## config.mk

```make
export PLATFORM = sky130hd
export DESIGN_NAME = mat_ops_seq
export DESIGN_NICKNAME = d
export VERILOG_FILES = /design/src/rtl/mat_ops_pkg.sv /design/src/rtl/mat_ops_seq_mac.sv /design/src/rtl/mat_ops_seq.sv
export SDC_FILE = /design/constraint.sdc
export NUM_CORES = 2
export LEC_CHECK = 0
export ABC_AREA = 1
export CAP_MARGIN = 20
export CELL_PAD_IN_SITES_DETAIL_PLACEMENT = 1
export CELL_PAD_IN_SITES_GLOBAL_PLACEMENT = 1
export CORE_MARGIN = 8
export CORE_UTILIZATION = 44
export DETAILED_ROUTE_END_ITERATION = 10
export HOLD_SLACK_MARGIN = 0.15
export MAX_ROUTING_LAYER = met4
export PLACE_DENSITY_LB_ADDON = 0.1
export SLEW_MARGIN = 10
export SYNTH_ARGS = -nofsm -noshare
export SYNTH_HDL_FRONTEND = slang
export SYNTH_SLANG_ARGS = --single-unit
```

## constraint.sdc

```tcl
create_clock -name clk -period 14.55 [get_ports clk]
set_input_delay 2.91 -clock clk [delete_from_list [all_inputs] [get_ports clk]]
set_output_delay 2.91 -clock clk [all_outputs]
set_load 0.02 [all_outputs]
```

## src/rtl/mat_ops_pkg.sv

```systemverilog
// Shared types and helpers for the sequential matrix operation unit.
package mat_ops_pkg;

  typedef enum logic [1:0] {
    OP_ADD = 2'd0,
    OP_SUB = 2'd1,
    OP_TRN = 2'd2,
    OP_MUL = 2'd3
  } op_t;

  typedef enum logic [1:0] {
    ST_IDLE = 2'd0,
    ST_RUN  = 2'd1,
    ST_DONE = 2'd2
  } state_t;

  // Row 0 / col 0 lives in the MSBs of the flat bus.
  function automatic int unsigned elem_off(input int unsigned r, input int unsigned c,
                                           input int unsigned n, input int unsigned w);
    return (n * n - 1 - (r * n + c)) * w;
  endfunction

endpackage

```

## src/rtl/mat_ops_seq_mac.sv

```systemverilog
// Single W x W multiply-accumulate stage with clear-on-first-term and overflow flag.
module mat_mac
  import mat_ops_pkg::*;
#(
  parameter int unsigned N = 4,
  parameter int unsigned W = 16
) (
  input  logic         clk,
  input  logic         rst,
  input  logic         clr,
  input  logic         en,
  input  logic [W-1:0] x,
  input  logic [W-1:0] y,
  output logic [W-1:0] sum,
  output logic         big
);

  localparam int unsigned AW = 2 * W + $clog2(N);

  logic [AW-1:0]  acc;
  logic [AW-1:0]  total;
  logic [2*W-1:0] prod;

  assign prod  = {{W{1'b0}}, x} * {{W{1'b0}}, y};
  // clr discards the stale accumulator so the first term starts a new dot product
  assign total = (clr ? '0 : acc) + AW'(prod);
  assign sum   = total[W-1:0];
  assign big   = |total[AW-1:W];

  always_ff @(posedge clk) begin
    if (rst) begin
      acc <= '0;
    end else if (en) begin
      acc <= total;
    end
  end

endmodule

```

## src/rtl/mat_ops_seq.sv

```systemverilog
// Sequential N x N matrix unit: ADD/SUB/TRN one row per cycle, MUL one MAC per cycle.
module mat_ops_seq
  import mat_ops_pkg::*;
#(
  parameter int unsigned N = 4,
  parameter int unsigned W = 16
) (
  input  logic             clk,
  input  logic             rst,
  input  logic             start,
  input  logic [1:0]       op,
  input  logic [N*N*W-1:0] a,
  input  logic [N*N*W-1:0] b,
  output logic             busy,
  output logic             done,
  output logic [N*N*W-1:0] result,
  output logic             ovf
);

  localparam int unsigned CW = $clog2(N);
  localparam int unsigned FW = N * N * W;
  localparam int unsigned IW = $clog2(FW);
  localparam logic [CW-1:0] LAST = CW'(N - 1);

  state_t         state;
  op_t            op_q;
  logic [FW-1:0]  a_q;
  logic [FW-1:0]  b_q;
  logic [FW-1:0]  work;
  logic           work_ovf;
  logic [CW-1:0]  row;
  logic [CW-1:0]  col;
  logic [CW-1:0]  kk;

  logic [W-1:0]   row_data [N];
  logic           row_ovf;
  logic [W:0]     ext;
  logic [W-1:0]   mac_sum;
  logic           mac_big;
  logic           mac_en;

  function automatic logic [IW-1:0] off(input logic [CW-1:0] r, input logic [CW-1:0] c);
    return IW'(elem_off(32'(r), 32'(c), N, W));
  endfunction

  always_comb begin
    row_ovf = 1'b0;
    ext     = '0;
    for (int unsigned cc = 0; cc < N; cc++) begin
      row_data[CW'(cc)] = '0;
      case (op_q)
        OP_ADD: begin
          ext = {1'b0, a_q[off(row, CW'(cc)) +: W]} + {1'b0, b_q[off(row, CW'(cc)) +: W]};
          row_data[CW'(cc)] = ext[W-1:0];
          row_ovf = row_ovf | ext[W];
        end
        OP_SUB: begin
          ext = {1'b0, a_q[off(row, CW'(cc)) +: W]} - {1'b0, b_q[off(row, CW'(cc)) +: W]};
          row_data[CW'(cc)] = ext[W-1:0];
          row_ovf = row_ovf | ext[W];
        end
        OP_TRN:  row_data[CW'(cc)] = a_q[off(CW'(cc), row) +: W];
        default: row_data[CW'(cc)] = '0;
      endcase
    end
  end

  assign mac_en = (state == ST_RUN) && (op_q == OP_MUL);

  mat_mac #(.N(N), .W(W)) u_mac (
    .clk (clk),
    .rst (rst),
    .clr (kk == '0),
    .en  (mac_en),
    .x   (a_q[off(row, kk) +: W]),
    .y   (b_q[off(kk, col) +: W]),
    .sum (mac_sum),
    .big (mac_big)
  );

  always_ff @(posedge clk) begin
    if (rst) begin
      state    <= ST_IDLE;
      op_q     <= OP_ADD;
      a_q      <= '0;
      b_q      <= '0;
      work     <= '0;
      work_ovf <= 1'b0;
      row      <= '0;
      col      <= '0;
      kk       <= '0;
      busy     <= 1'b0;
      done     <= 1'b0;
      result   <= '0;
      ovf      <= 1'b0;
    end else begin
      done <= 1'b0;
      case (state)
        ST_IDLE: begin
          if (start) begin
            a_q      <= a;
            b_q      <= b;
            op_q     <= op_t'(op);
            row      <= '0;
            col      <= '0;
            kk       <= '0;
            work_ovf <= 1'b0;
            busy     <= 1'b1;
            state    <= ST_RUN;
          end
        end
        ST_RUN: begin
          if (op_q == OP_MUL) begin
            // k innermost, then col, then row; element written on its last term
            if (kk == LAST) begin
              work[off(row, col) +: W] <= mac_sum;
              work_ovf <= work_ovf | mac_big;
              kk <= '0;
              if (col == LAST) begin
                col <= '0;
                if (row == LAST) begin
                  busy  <= 1'b0;
                  state <= ST_DONE;
                end else begin
                  row <= row + 1'b1;
                end
              end else begin
                col <= col + 1'b1;
              end
            end else begin
              kk <= kk + 1'b1;
            end
          end else begin
            for (int unsigned cc = 0; cc < N; cc++) begin
              work[off(row, CW'(cc)) +: W] <= row_data[CW'(cc)];
            end
            work_ovf <= work_ovf | row_ovf;
            if (row == LAST) begin
              busy  <= 1'b0;
              state <= ST_DONE;
            end else begin
              row <= row + 1'b1;
            end
          end
        end
        ST_DONE: begin
          result <= work;
          ovf    <= work_ovf;
          done   <= 1'b1;
          state  <= ST_IDLE;
        end
        default: state <= ST_IDLE;
      endcase
    end
  end

endmodule

```

# [After elaboration in Yosys (flattened, before gate mapping)]
# Cells that the tools add are included.
[word_totals] ff_bits=1072 inputBits=517 out_inout_bits=259 elab_cells=157
[op_classes] addsub=37 multipliers=1 n_eq_ne=14 shift=24 muxes=46 bitwise=8 n_reduce_logical=13
[op_table] cell="variable part select 256 x 9 -> 16 bit" count=14
[op_table] cell="bitwise mux 256 bit" count=5
[op_table] cell="variable shift 16 x 10 -> 256 bit, first input constant" count=5
[op_table] cell="variable part select 16 x 10 -> 256 bit" count=5
[op_table] cell="two-way mux 256 bit" count=2
[op_table] cell="one-hot mux 16 bit (3 select lines)" count=4
[op_table] cell="adder 16 x 16 -> 17 bit" count=4
[op_table] cell="subtractor 16 x 16 -> 17 bit" count=4
[op_table] cell="negator 8 -> 10 bit" count=5
[op_table] cell="subtractor 4 bit, first input constant" count=10
[op_table] cell="adder 34 x 32 -> 34 bit" count=1
[op_table] cell="two-way mux 34 bit" count=1
[op_table] cell="multiplier 16 x 16 -> 32 bit" count=1
[op_table] cell="two-way mux 2 bit" count=15
[op_table] cell="OR reduction 18 bit" count=1
[op_table] cell="one-hot mux 2 bit (2 select lines)" count=4
[op_table] cell="adder 4 x 2 -> 4 bit" count=3
[op_table] cell="== test 2 bit, second input constant" count=6
[op_table] cell="one-hot mux 1 bit (2 select lines)" count=6
[op_table] cell="two-way mux 1 bit" count=9
[op_table] cell="AND reduction 3 bit" count=3
[op_table] cell="adder 4 x 2 -> 4 bit, first input constant" count=2
[op_table] cell="adder 4 x 2 -> 4 bit, second input constant" count=2
[op_table] cell="bitwise OR 1 bit" count=8
[op_table] cell="other kinds (13)" count=23

# [Longest topological paths before layout]
[logic_depth] depth_word=13 ltp_mapped=43 depth_no_buf=39

# [By module]
# Synthesis repeated with hierarchy kept, for this count alone.
[hier_totals] hier_cells=10220 area_unflattened_um2=68062.8
[by_module_without_submodules] module="mat_ops_seq" n_inst=1 cells_per_inst=8434 area_per_inst_um2=55771.0
[by_module_without_submodules] module="mat_mac" n_inst=1 cells_per_inst=1786 area_per_inst_um2=12291.8

# [Worst setup path before layout]
# OpenSTA, ideal clock, no wires.
[synth_path] path_kind="reg2reg" start="register row[0]" end="register work[204]" t_arrival_ps=6586 required_ps=14431 setup_slack_ps=7845 stages_incl_launch_ff=37 cell_sequence="dfxtp_1 > buf_4 > clkbuf_1 > buf_1 > o221ai_1 > nand3_1 > nand2_1 > clkbuf_1 > nand2_1 > inv_1 > fa_1 > inv_1 > fa_1 > inv_1 > fa_1 > inv_1 > fa_1 > inv_1 > fa_1 > inv_1 > fa_1 > inv_1 > ha_1 > nand2_1 > inv_1 > nand2_1 > nand2_1 > inv_1 > nand2_1 > or2_1 > nand2_1 > clkbuf_1 > inv_1 > nand2_1 > nand2_1 > inv_1 > a21oi_1"
[synth_between] elab_chain_cells=10 elab_cells_between_ends=67
[synth_rtl] element="from (decl)" line="mat_ops_seq.sv:31" text="logic [CW-1:0] row;"
[synth_rtl] element="from (signal assigned)" line="mat_ops_seq.sv:125" text="row <= row + 1'b1;"
[synth_rtl] element="from (signal assigned)" line="mat_ops_seq.sv:142" text="row <= row + 1'b1;"
[synth_rtl] element="parallel branches: the longest is 9 deep, another holds adder 34 x 32 -> 34 bit"
[synth_rtl] element="two-way mux 256 bit *" line="mat_ops_seq.sv:113" text="if (op_q == OP_MUL) begin"
[synth_rtl] element="to (signal, indexed assignment)" line="mat_ops_seq.sv:116" text="work[off(row, col) +: W] <= mac_sum;"
[synth_rtl] element="to (signal, indexed assignment)" line="mat_ops_seq.sv:135" text="work[off(row, CW'(cc)) +: W] <= row_data[CW'(cc)];"
[synth_rtl] element="to (decl)" line="mat_ops_seq.sv:29" text="logic [FW-1:0] work;"
# Every way passes the cells marked *. The select of a mux whose other input is x is not followed.
# A chain may end at the register's enable or synchronous reset.

# [Final worst setup path]
[layout_path] start="register kk[0]" end="register work[156]"
[layout_between] elab_chain_cells=9 elab_cells_between_ends=17
[layout_rtl] element="from (decl)" line="mat_ops_seq.sv:33" text="logic [CW-1:0] kk;"
[layout_rtl] element="from (signal assigned)" line="mat_ops_seq.sv:131" text="kk <= kk + 1'b1;"
[layout_rtl] element="adder 4 x 2 -> 4 bit" line="mat_ops_pkg.sv:20" text="return (n * n - 1 - (r * n + c)) * w;"
[layout_rtl] element="subtractor 4 bit" line="mat_ops_pkg.sv:20"
[layout_rtl] element="variable part select 256 x 9 -> 16 bit, on equally long branches" line="mat_ops_seq.sv:75, mat_ops_seq.sv:76"
[layout_rtl] element="multiplier 16 x 16 -> 32 bit" line="mat_ops_seq_mac.sv:24" text="assign prod = {{W{1'b0}}, x} * {{W{1'b0}}, y};"
[layout_rtl] element="adder 34 x 32 -> 34 bit" line="mat_ops_seq_mac.sv:26" text="assign total = (clr ? '0 : acc) + AW'(prod);"
[layout_rtl] element="variable part select 16 x 10 -> 256 bit" line="mat_ops_seq.sv:116"
[layout_rtl] element="bitwise mux 256 bit" line="mat_ops_seq.sv:116"
[layout_rtl] element="two-way mux 256 bit" line="mat_ops_seq.sv:115" text="if (kk == LAST) begin"
[layout_rtl] element="two-way mux 256 bit" line="mat_ops_seq.sv:113"
# Parallel ways exist; a longest one is shown, timed or not. The select of a mux whose other input is x is not followed.

==> metrics.cfg <==
[logic_synthesis]
synth-seq-cells = 1072
yosysSeqAreaShare = 0.3173
ys_warn_count = 0
synth_area_um2 = 67630
synth_fp_nets = 11110
synth_edf_count = 0
synth-async-reset-ratio = 0
syn-mean-instance-area_um2 = 6.688
synth.distinct_cells = 59
synth_ff_type = dfxtp_1
synthCells = 10110

[setup_path]
required_ps = 15260
r2r-end = work[156]$_SDFFE_PP0P_
slowest_stage = nand2_1
crit_top_cell = nand2_1
critical_path_depth = 30
crit_type = reg2reg
cp-start-kind = flop
critPathCaptureType = flop
arrival_ps = 10490
slowest_delay_ps = 920
path_max_fanout = 88
crit_start = kk[0]$_SDFFE_PP0P_
r2r_cells = 30
critPathCapture = work[156]$_SDFFE_PP0P_
rr_startpoint = kk[0]$_SDFFE_PP0P_
critPathTopFamily = simple AND/OR/NAND/NOR gates
critical_path_buf_inv_count = 8
r2r_setup_slack_ps = 4770

[drt]
viasPerCell = 6.190
vias = 77830
antenna_left = 0
drc_errors = 0
wire_per_inst_um = 30.24
drt-total-wl_um = 380200
drt_first_iter_violations = 9834
dr.pass1.iters = 6

[cts]
cts_hold_buf = 0
clock_latency_ps = 810
numClockSinks = 1072
post_cts_resized = 0
clkSlewWorstSetupHoldPaths_ps = 70
root_buffer = clkbuf_16
cts_tree = done
clockBufferDepth = 3
cts_setup_buffers = 0
htreeDepth = 3
cts_buffers = 116

[pwr]
ir_drop_mv = 0.3889
p_leak_uw = 0.03623
powerDensity_nw_per_um2 = 221.8

[run_status]
status = finished with violations
failed_checks = slew limit

[hold_path]
worstHoldPathCells = 2
min_path_type = reg2reg

[sta]
rsz0062_at_grt = false
period_minus_slack_ps = 9777
slew_headroom = -0.1767
drv_slew = 142
finalHoldViolations = 0
holdWs_ps = 470.9
fmax_mhz = 102.3
setup_viol_count_final = 0
worst_pin_slew_ps = 1765
tns_ps = 0
finClkSkew_ps = 98.92
min_period_over_period = 0.6720

[global_routing]
grt_pass1_wl_um = 542500
first_global_vias = 77890
met3_usage = 0.09876
met2_usage = 0.6616
grt_use_met1 = 0.5465
antenna_found_initial = 26
overflow = 0
grt_max_degree = 260
grt_usage = 0.4450
grt_busiest_layer = met2

[floorplan]
die_x_um = 408.1
core_area_um2 = 153300
start_util = 0.4411
die_area_um2 = 166500
dieHeight_um = 408.1
ios = 776
rows = 144

[layout]
num-nets-final = 11410
area_growth_pct = 18.80
seq_area_um2 = 21480
multi_input_area_um2 = 39070
nFillCells = 19620
layout_commonest_cell = nor2_1
final_cell_mix = nor2_1 (1736), o21ai_0 (1435), nand2_1 (1431)
drive_above_1_share = 0.04110

[placement]
place.detailed.hpwl_um = 289900
gp_congestion = 1.054
io_buffers = 775

[run]
maxCapViolations = 0

worst min-delay path, delay by kind of cell, from the launching register on:
kind             cells  cell delay, ps
DFF                  1             340
and+or+nand+nor      2             150
final cells by class:
cell class,instances,area share
antenna,17,0.0005294
clock buffer,156,0.04011
clock inverter,62,0.01092
inverter,1159,0.05476
multi-input combinational,7174,0.4862
sequential,1072,0.2673
tap,2044,0.03183
timing repair buffer,889,0.1084
how the worst min path moves through the flow:
stage / from / endpoint / slack, ps
3_5_place_dp: a_q[123]$_SDFFE_PP0P_ / a_q[123]$_SDFFE_PP0P_ / 470
5_1_grt: work[18]$_SDFFE_PP0P_ / result[18]$_SDFFE_PP0P_ / 500
4_1_cts: work[18]$_SDFFE_PP0P_ / result[18]$_SDFFE_PP0P_ / 470
3_3_place_gp: work[28]$_SDFFE_PP0P_ / result[28]$_SDFFE_PP0P_ / 460
6_report: work[18]$_SDFFE_PP0P_ / result[18]$_SDFFE_PP0P_ / 470
2_1_floorplan: work_ovf$_SDFFE_PP0P_ / ovf$_SDFFE_PP0P_ / 430
metal layers:
metal	up-vias	routed length [µm]
li1	33670	-
met1	38310	148000
met2	4700	164300
met3	1150	37900
met4	0	29980
met5	-	0
synth_stat cells (5+ instances only):
| cell type | instances | area [µm²] |
|---|---|---|
| o22ai_1 | 19 | 118.9 |
| xor2_1 | 12 | 105.1 |
| and2_1 | 11 | 68.82 |
| o21ai_1 | 63 | 315.3 |
| inv_1 | 1111 | 4170 |
| nor3_1 | 51 | 255.2 |
| a31oi_1 | 67 | 419.2 |
| buf_2 | 107 | 535.5 |
| or2_2 | 12 | 75.07 |
| o21ai_0 | 1435 | 7182 |
| a21oi_4 | 5 | 81.33 |
| a21o_1 | 5 | 37.54 |
| a21oi_1 | 931 | 4659 |
| a32oi_1 | 104 | 910.9 |
| nand3_1 | 477 | 2387 |
| a211oi_1 | 17 | 127.6 |
| inv_2 | 42 | 157.7 |
| clkbuf_1 | 528 | 1982 |
| buf_4 | 7 | 52.55 |
| o221ai_1 | 73 | 639.4 |
| o211ai_1 | 118 | 885.9 |
| nor2_2 | 8 | 50.05 |
| buf_1 | 61 | 229.0 |
| nand4_1 | 38 | 237.7 |
| nand2_1 | 1432 | 5375 |
| a221oi_1 | 9 | 78.83 |
| dfxtp_1 | 1072 | 21460 |
| ha_1 | 242 | 3028 |
| nor2_1 | 1743 | 6543 |
| o21bai_1 | 24 | 180.2 |
| fa_1 | 234 | 4684 |
where the power goes:
| part | total [µW] | leakage [µW] | internal (µW) | switching [µW] |
|---|---|---|---|---|
| Combinational | 11100 | 0.0255 | 3020 | 8080 |
| Sequential | 3470 | 0.00878 | 3170 | 303 |
| Clock | 3250 | 0.00199 | 1820 | 1430 |
logic make-up (layout without fill, tap and decap cells):
| group | count (synthesis) | after routing | share of synthesized area |
|---|---|---|---|
| adders and majority gates | 476 | 476 | 0.1140 |
| AOI/OAI and AO/OA | 2889 | 2889 | 0.2341 |
| buffers and inverters | 1866 | 2266 | 0.1065 |
| DFF | 1072 | 1072 | 0.3173 |
| xor gates and xnor gates | 16 | 16 | 0.002683 |
| and+or+nand+nor | 3793 | 3793 | 0.2254 |
| other | 0 | 17 | 0 |
sequential cells by signal, indices dropped and copies added (netlist names):
| register | flops |
|---|---|
| a_q | 256 |
| b_q | 256 |
| busy | 1 |
| col | 2 |
| done | 1 |
| kk | 2 |
| op_q | 2 |
| ovf | 1 |
| result | 256 |
| row | 2 |
| state | 2 |
| u_mac.acc | 34 |
| work | 256 |
| work_ovf | 1 |
metrics by stage:
stage / worst slack [ps] / area [µm²] / utilization / cells / total power [µW]
detailed placement: 5328 / 76160 / 0.4967 / 12340 / 14090
finish: 4773 / 80350 / 0.5241 / 12570 / 17820
global route: 4629 / 80350 / 0.5240 / 12570 / 18600
global placement: 5517 / 76110 / 0.4964 / 12330 / 13700
CTS: 5222 / 80260 / 0.5235 / 12550 / 17350
floorplan: 7845 / 67630 / - / 10110 / 9580
(Power assumes the default switching activity.)
